--- config.mk ---
export PLATFORM = sky130hd
export DESIGN_NAME = uart_tx_scheduler
export DESIGN_NICKNAME = d
export VERILOG_FILES = /design/src/rtl/uart_sched_pkg.sv /design/src/rtl/rr_arbiter.sv /design/src/rtl/uart_tx_scheduler.sv
export SDC_FILE = /design/constraint.sdc
export NUM_CORES = 1
export LEC_CHECK = 0
export BUFFER_PORTS_ARGS = -buffer_cell sky130_fd_sc_hd__buf_4
export CAP_MARGIN = 25
export CORE_ASPECT_RATIO = 0.8
export CORE_UTILIZATION = 57
export CTS_BUF_LIST = sky130_fd_sc_hd__clkbuf_16
export CTS_CLUSTER_DIAMETER = 80
export CTS_CLUSTER_SIZE = 12
export DETAILED_ROUTE_END_ITERATION = 7
export GPL_TIMING_DRIVEN = 0
export PLACE_DENSITY = 0.84
export SETUP_SLACK_MARGIN = 0.4
export SYNTH_ARGS = -nofsm -noshare
export SYNTH_HDL_FRONTEND = slang
export SYNTH_HIERARCHICAL = 1
export SYNTH_SLANG_ARGS = --single-unit
--- constraint.sdc ---
create_clock -name clk -period 5.65 [get_ports clk]
set_clock_uncertainty 0.2 [all_clocks]
set_input_delay 0.565 -clock clk [delete_from_list [all_inputs] [get_ports clk]]
set_output_delay 0.565 -clock clk [all_outputs]
set_load 0.1 [all_outputs]
--- src/rtl/uart_sched_pkg.sv ---
// Shared types and constants for the UART transmit scheduler.
package uart_sched_pkg;

   // Scheduler FSM states
   typedef enum logic [2:0] {
      S_IDLE  = 3'd0,
      S_LOAD  = 3'd1,
      S_SEND  = 3'd2,
      S_ACK   = 3'd3,
      S_DRAIN = 3'd4,
      S_FIN   = 3'd5
   } state_t;

   localparam logic [7:0]  CR          = 8'h0D;
   localparam logic [7:0]  LF          = 8'h0A;
   localparam int unsigned ACK_TIMEOUT = 2;
   localparam int unsigned IDX_W       = 4;

endpackage

--- src/rtl/rr_arbiter.sv ---
// Combinational round-robin pick: first requester at or after ptr.
module rr_arbiter #(
   parameter  int unsigned N  = 2,
   localparam int unsigned IW = (N > 1) ? $clog2(N) : 1
) (
   input  logic [N-1:0]  req,
   input  logic [IW-1:0] ptr,
   input  logic          en,
   output logic [N-1:0]  gnt,
   output logic [IW-1:0] gnt_idx
);

   int unsigned cand;
   logic        found;

   // Scan requesters starting at ptr, wrapping modulo N
   always_comb begin
      gnt     = '0;
      gnt_idx = '0;
      found   = 1'b0;
      cand    = 0;
      for (int unsigned i = 0; i < N; i++) begin
         cand = 32'(ptr) + i;
         if (cand >= N) cand = cand - N;
         if (en && !found && req[IW'(cand)]) begin
            gnt[IW'(cand)] = 1'b1;
            gnt_idx        = IW'(cand);
            found          = 1'b1;
         end
      end
   end

endmodule

--- src/rtl/uart_tx_scheduler.sv ---
// Round-robin frame scheduler in front of a single 8N1 transmitter.
// Optional XOR checksum byte before CR when UART_SCHED_CHECKSUM_EN is defined.
module uart_tx_scheduler
   import uart_sched_pkg::*;
#(
   parameter int unsigned NREQ          = 2,
   parameter int unsigned PAYLOAD_BYTES = 5,
   parameter logic [7:0]  HDR_BASE      = 8'h61
) (
   input  logic                            clk,
   input  logic                            rst_n,
   input  logic [NREQ-1:0]                 req,
   input  logic [NREQ*PAYLOAD_BYTES*8-1:0] payload,
   output logic [NREQ-1:0]                 grant,
   output logic [NREQ-1:0]                 done,
   output logic                            active,
   output logic                            tx_start,
   output logic [7:0]                      tx_data,
   input  logic                            tx_busy
);

   localparam int unsigned PW = PAYLOAD_BYTES * 8;
   localparam int unsigned IW = (NREQ > 1) ? $clog2(NREQ) : 1;
`ifdef UART_SCHED_CHECKSUM_EN
   localparam int unsigned FRAME_LEN = PAYLOAD_BYTES + 4;
`else
   localparam int unsigned FRAME_LEN = PAYLOAD_BYTES + 3;
`endif
   localparam int unsigned CR_IDX = FRAME_LEN - 2;

   // The 4-bit byte index must never wrap within a frame
   if (FRAME_LEN > 16) begin : g_frame_len_chk
      $error("uart_tx_scheduler: FRAME_LEN %0d exceeds 16", FRAME_LEN);
   end
   if (NREQ < 1 || NREQ > 4) begin : g_nreq_chk
      $error("uart_tx_scheduler: NREQ %0d outside 1..4", NREQ);
   end

   state_t            state_q, state_d;
   logic [NREQ-1:0]   grant_q, grant_d;
   logic [NREQ-1:0]   done_q, done_d;
   logic              active_q, active_d;
   logic              tx_start_q, tx_start_d;
   logic [7:0]        tx_data_q, tx_data_d;
   logic [IW-1:0]     gidx_q, gidx_d;
   logic [IW-1:0]     ptr_q, ptr_d;
   logic [IDX_W-1:0]  idx_q, idx_d;
   logic [1:0]        ack_cnt_q, ack_cnt_d;
   logic [PW-1:0]     shreg_q, shreg_d;
`ifdef UART_SCHED_CHECKSUM_EN
   logic [7:0]        csum_q, csum_d;
`endif
   logic [NREQ-1:0]   arb_gnt;
   logic [IW-1:0]     arb_idx;
   logic [IDX_W-1:0]  idx_nxt;

   rr_arbiter #(.N(NREQ)) u_arb (
      .req     (req),
      .ptr     (ptr_q),
      .en      (state_q == S_IDLE),
      .gnt     (arb_gnt),
      .gnt_idx (arb_idx)
   );

   // State and datapath registers
   always_ff @(posedge clk or negedge rst_n) begin
      if (!rst_n) begin
         state_q    <= S_IDLE;
         grant_q    <= '0;
         done_q     <= '0;
         active_q   <= 1'b0;
         tx_start_q <= 1'b0;
         tx_data_q  <= '0;
         gidx_q     <= '0;
         ptr_q      <= '0;
         idx_q      <= '0;
         ack_cnt_q  <= '0;
         shreg_q    <= '0;
`ifdef UART_SCHED_CHECKSUM_EN
         csum_q     <= '0;
`endif
      end else begin
         state_q    <= state_d;
         grant_q    <= grant_d;
         done_q     <= done_d;
         active_q   <= active_d;
         tx_start_q <= tx_start_d;
         tx_data_q  <= tx_data_d;
         gidx_q     <= gidx_d;
         ptr_q      <= ptr_d;
         idx_q      <= idx_d;
         ack_cnt_q  <= ack_cnt_d;
         shreg_q    <= shreg_d;
`ifdef UART_SCHED_CHECKSUM_EN
         csum_q     <= csum_d;
`endif
      end
   end

   // Next-state, byte sequencing and handshake control
   always_comb begin
      state_d    = state_q;
      grant_d    = grant_q;
      done_d     = '0;
      tx_start_d = 1'b0;
      tx_data_d  = tx_data_q;
      gidx_d     = gidx_q;
      ptr_d      = ptr_q;
      idx_d      = idx_q;
      ack_cnt_d  = ack_cnt_q;
      shreg_d    = shreg_q;
`ifdef UART_SCHED_CHECKSUM_EN
      csum_d     = csum_q;
`endif
      idx_nxt    = idx_q + IDX_W'(1);

      case (state_q)
         S_IDLE: begin
            if (|req) begin
               grant_d = arb_gnt;
               gidx_d  = arb_idx;
               state_d = S_LOAD;
            end
         end
         S_LOAD: begin
            shreg_d   = payload[PW*32'(gidx_q) +: PW];
            idx_d     = '0;
            tx_data_d = HDR_BASE + 8'(gidx_q);
`ifdef UART_SCHED_CHECKSUM_EN
            csum_d    = HDR_BASE + 8'(gidx_q);
`endif
            state_d   = S_SEND;
         end
         S_SEND: begin
            if (!tx_busy) begin
               tx_start_d = 1'b1;
               ack_cnt_d  = '0;
               state_d    = S_ACK;
            end
         end
         S_ACK: begin
            // Proceed on busy, or after the timeout in case the handshake is lost
            if (tx_busy || 32'(ack_cnt_q) == ACK_TIMEOUT - 1) begin
               state_d = S_DRAIN;
            end else begin
               ack_cnt_d = ack_cnt_q + 2'd1;
            end
         end
         S_DRAIN: begin
            if (!tx_busy) begin
               if (idx_q == IDX_W'(FRAME_LEN - 1)) begin
                  state_d = S_FIN;
               end else begin
                  idx_d   = idx_nxt;
                  state_d = S_SEND;
                  if (idx_nxt <= IDX_W'(PAYLOAD_BYTES)) begin
                     tx_data_d = shreg_q[7:0];
                     shreg_d   = shreg_q >> 8;
`ifdef UART_SCHED_CHECKSUM_EN
                     csum_d    = csum_q ^ shreg_q[7:0];
                  end else if (idx_nxt == IDX_W'(PAYLOAD_BYTES + 1)) begin
                     tx_data_d = csum_q;
`endif
                  end else if (idx_nxt == IDX_W'(CR_IDX)) begin
                     tx_data_d = CR;
                  end else begin
                     tx_data_d = LF;
                  end
               end
            end
         end
         S_FIN: begin
            done_d  = grant_q;
            grant_d = '0;
            ptr_d   = (gidx_q == IW'(NREQ - 1)) ? '0 : gidx_q + IW'(1);
            state_d = S_IDLE;
         end
         default: state_d = S_IDLE;
      endcase

      active_d = (state_d != S_IDLE);
   end

   assign grant    = grant_q;
   assign done     = done_q;
   assign active   = active_q;
   assign tx_start = tx_start_q;
   assign tx_data  = tx_data_q;

endmodule

==> flow_summary_export.csv <==
group,metric,value,unit
clock_tree,cts_inserted_buffers,9,
synthesis,netlist_area,3610,µm²
floorplanning,die-width,91.0,µm
setup_path,timing.critical_path.fanout_max,10,
placement,place.gp.congestion,0.801,
synthesis,post_synth.cell_area_avg,10.6,µm²
layout,utilization_of_the_core_after_routing,78.3,%
timing,maxSlewViolCount,0,
setup_path,reg2regPathDepth,6,
power,power.combinational.fraction,48.8,%
timing,hold_violations,0,
route,first_iter_violations,123,
timing,totalNegativeSetupSlack,0,ns
route,remaining_drc_errors,0,
synthesis,number_of_enable_type_register_cells_in_the_synthesized_netlist,0,
power,p_per_area,540,nW/µm²
synthesis,synth_cells,341,
route,num_vias,2961,
synthesis,seq_area_frac_synth,45.0,%
clock_tree,cts.root.buffer_cell,"clkbuf_16",
route,postRouteWirelength,8.55,mm
clock_tree,post-cts-setup-buffer-count,0,
clock_tree,tritoncts,"done",
timing,fmax,0.449,GHz
layout,nNetsFinal,539,
timing,setup_slack,3.42,ns
power,power.ir.vdd_worst,0.383,mV
clock_tree,max-clock-path-buffers,2,
power,power_switching,0.00106,W
power,internal_power,0.00148,W
placement,post-dp-hpwl,6.24,mm
setup_path,r2r_setup_slack,3.42,ns
clock_tree,cts.repair.resized,0,
clock_tree,clkLatencyLatePin,0.33,ns
power,power_switching_share,41.6,%
setup_path,crit-reg2reg-capture,"tx_data[0]$_DFFE_PN0P_",
floorplanning,coreArea,6010,µm²
setup_path,crit_path_end,"tx_data[0]$_DFFE_PN0P_",
setup_path,critical-path-slowest-cell,"dfrtp_1",
floorplanning,initial_utilization,60.1,%
placement,pre_cts_ws,3.36,ns
setup_path,critPathBufInv,1,
setup_path,worstSetupEndpointType,"register",
global_routing,globalRouteOverflowTotal,0,
synthesis,synth_ff_type,"dfrtp_1",
synthesis,synthesis.nets,430,
setup_path,cp_top_family,"compound AO/OA/AOI/OAI gates",
synthesis,ys_seq_elements,65,
layout,diodes,0,
floorplanning,design.die.area,6660,µm²
timing,worst_slew_margin_rel,46.1,%
clock_tree,cts_hold_buf,0,
clock_tree,cts_htree_levels,3,
timing,rsz0062_at_grt,"no",
outcome,outcome,"finished, final reports clean",
global_routing,globalRouteMet3Util,8.02,%
floorplanning,die_h,73.2,µm
layout,synthToLayoutAreaGrowth,30.3,%
job,max-cap-violations,0,
global_routing,grt_antenna_before_repair,0,
timing,finalCriticalPeriod,2.23,ns
layout,layout_common_cells,"99 x buf_4, 65 x dfrtp_1, 52 x mux2i_1",
setup_path,worst_path_depth,6,
setup_path,worstPathRequired,5.66,ns
global_routing,grtUsageTotal,27.1,%
placement,io_buffer_count,98,
layout,layout.cells.most_common,"buf_4",
timing,setup-violations-final,0,
setup_path,timing_worst_setup_path_type,"reg -> reg",
power,total_leakage_power,2.14,nW
route,route.detailed.wl_per_inst,15.9,µm
synthesis,async_flop_share,100,%
setup_path,cp-start-kind,"register",
power,clkPwrFrac,18.9,%
global_routing,grt_first_pass_wirelength,13.7,mm
clock_tree,worst_setup_hold_path_clk_slew,0.05,ns
synthesis,synth_top_cell_by_area,"dfrtp_1",
route,drt-pass1-iter-count,5,
floorplanning,ioPinCount,99,
power,seq_power_share,32.2,%
setup_path,regToRegStartpoint,"idx_q[0]$_DFFE_PN0P_",
synthesis,synth_largest_type_area_fraction,45.0,%
synthesis,yosysWarnings,6,
global_routing,pin_count_of_the_biggest_net_entering_global_routing,66,
global_routing,number_of_global_route_vias_before_repair,2858,
setup_path,timing.critical_path.arrival,2.23,ns
min_path,min_path_type,"in -> async",
synthesis,ys_top_cells_by_area,"dfrtp_1 45%, mux2i_1 14%, mux2_2 7.2%",
setup_path,timing.critical_path.slowest_cell_delay,0.46,ns
route,post_drt_via_cell_ratio,5.52,
setup_path,crit_chain,"ha_1 > nand3b_1 > a2bb2oi_2 > buf_2 > nor2_1 > a221o_1",
global_routing,grtUsageMet2,45.1,%
clock_tree,tritoncts_sink_count,65,
global_routing,met1_demand_to_capacity_share_in_global_routing,36.2,%
setup_path,worstSetupStartpoint,"idx_q[0]$_DFFE_PN0P_",
timing,finalCritPeriodShare,39.4,%
synthesis,synth.distinct_cells,45,
floorplanning,rows,25,
layout,final_layout_size_suffix_gt1_share,34.9,%
timing,worst_hold_slack,0.131,ns
route,final_antenna_net_count,0,
global_routing,busiest_layer,"met2",
timing,transition_time_of_the_tightest_slew_check_pin,0.809,ns
[per-layer routing]
metal	routed length, µm	share of wire (%)	vias up
met5	0	0	-
met4	46	0.54	0
met3	470	5.5	5
met2	4110	48	96
met1	3920	46	1442
li1	-	-	1418
[final cells by class]
cell class              count  area [µm²]
plain buffers              22         131
clock buffers               9         225
clock inverters             7        31.3
fillers                   411        1300
inverters                  13        48.8
multi-input cells         241        1800
flip-flops and latches     65        1630
well taps                  81         101
repair buffers             98         736
[synthesized netlist by cell type (2+ instances only)]
| library cell | number |
|---|---|
| nand2_1 | 34 |
| o21ai_0 | 33 |
| nor2_1 | 23 |
| mux2_1 | 10 |
| mux2_2 | 23 |
| buf_6 | 4 |
| and2_1 | 2 |
| clkbuf_1 | 4 |
| nand2b_1 | 3 |
| nor3_1 | 2 |
| nor2b_1 | 2 |
| a2bb2oi_1 | 2 |
| a22o_1 | 6 |
| ha_1 | 4 |
| inv_1 | 13 |
| buf_2 | 11 |
| o21bai_1 | 3 |
| and3b_1 | 2 |
| dfrtp_1 | 65 |
| or2_2 | 2 |
| mux2i_1 | 52 |
| a21oi_1 | 16 |
| o21a_1 | 2 |
| a221o_1 | 2 |
[stage by stage]
stage	power, W	instance area, µm²	instances
2_1_floorplan	0.00175	3610	341
3_3_place_gp	0.00200	4450	520
3_5_place_dp	0.00206	4450	520
4_1_cts	0.00254	4700	536
5_1_grt	0.00268	4700	536
6_report	0.00254	4700	536
[sequential cells by signal, summed over array words and instances (netlist names)]
| register | count |
|---|---|
| active | 1 |
| gidx_q | 1 |
| state_q | 3 |
| tx_data | 8 |
| tx_start | 1 |
| ptr_q | 1 |
| ack_cnt_q | 2 |
| grant | 2 |
| idx_q | 4 |
| shreg_q | 40 |
| done | 2 |
[power by group through the flow]
stage	registers, W	logic (W)	clock network, W
after floorplan	0.00105	0.000700	0
after global placement	0.000809	0.00119	0
after detailed placement	0.000821	0.00123	0
after CTS	0.000816	0.00124	0.000485
after global routing	0.000842	0.00133	0.000507
final	0.000818	0.00124	0.000480
[worst min path at each step]
| stage | startpoint | to | slack, ns | cells past startpoint |
|---|---|---|---|---|
| global placement | shreg_q[33]$_DFFE_PN0P_ | shreg_q[33]$_DFFE_PN0P_ | 0.27 | 1 |
| finish | rst_n | idx_q[2]$_DFFE_PN0P_ | 0.13 | 1 |
| detailed placement | shreg_q[12]$_DFFE_PN0P_ | shreg_q[12]$_DFFE_PN0P_ | 0.28 | 1 |
| CTS | rst_n | idx_q[2]$_DFFE_PN0P_ | 0.16 | 1 |
| global route | rst_n | idx_q[2]$_DFFE_PN0P_ | 0.18 | 1 |
| floorplan | rst_n | ack_cnt_q[0]$_DFFE_PN0P_ | 0.07 | 0 |
[cells by family (layout without fill, tap and decap cells)]
| family | count (synthesis) | after routing | synth area share [%] |
|---|---|---|---|
| fa+ha+maj | 4 | 4 | 1.39 |
| buf+inv | 35 | 149 | 4.99 |
| simple gates | 78 | 78 | 10.5 |
| flops | 65 | 65 | 45.0 |
| mux | 85 | 85 | 24.7 |
| compound gates | 73 | 73 | 13.1 |
| xor+xnor | 1 | 1 | 0.243 |
Note: power is estimated with default switching activity, not from simulation.
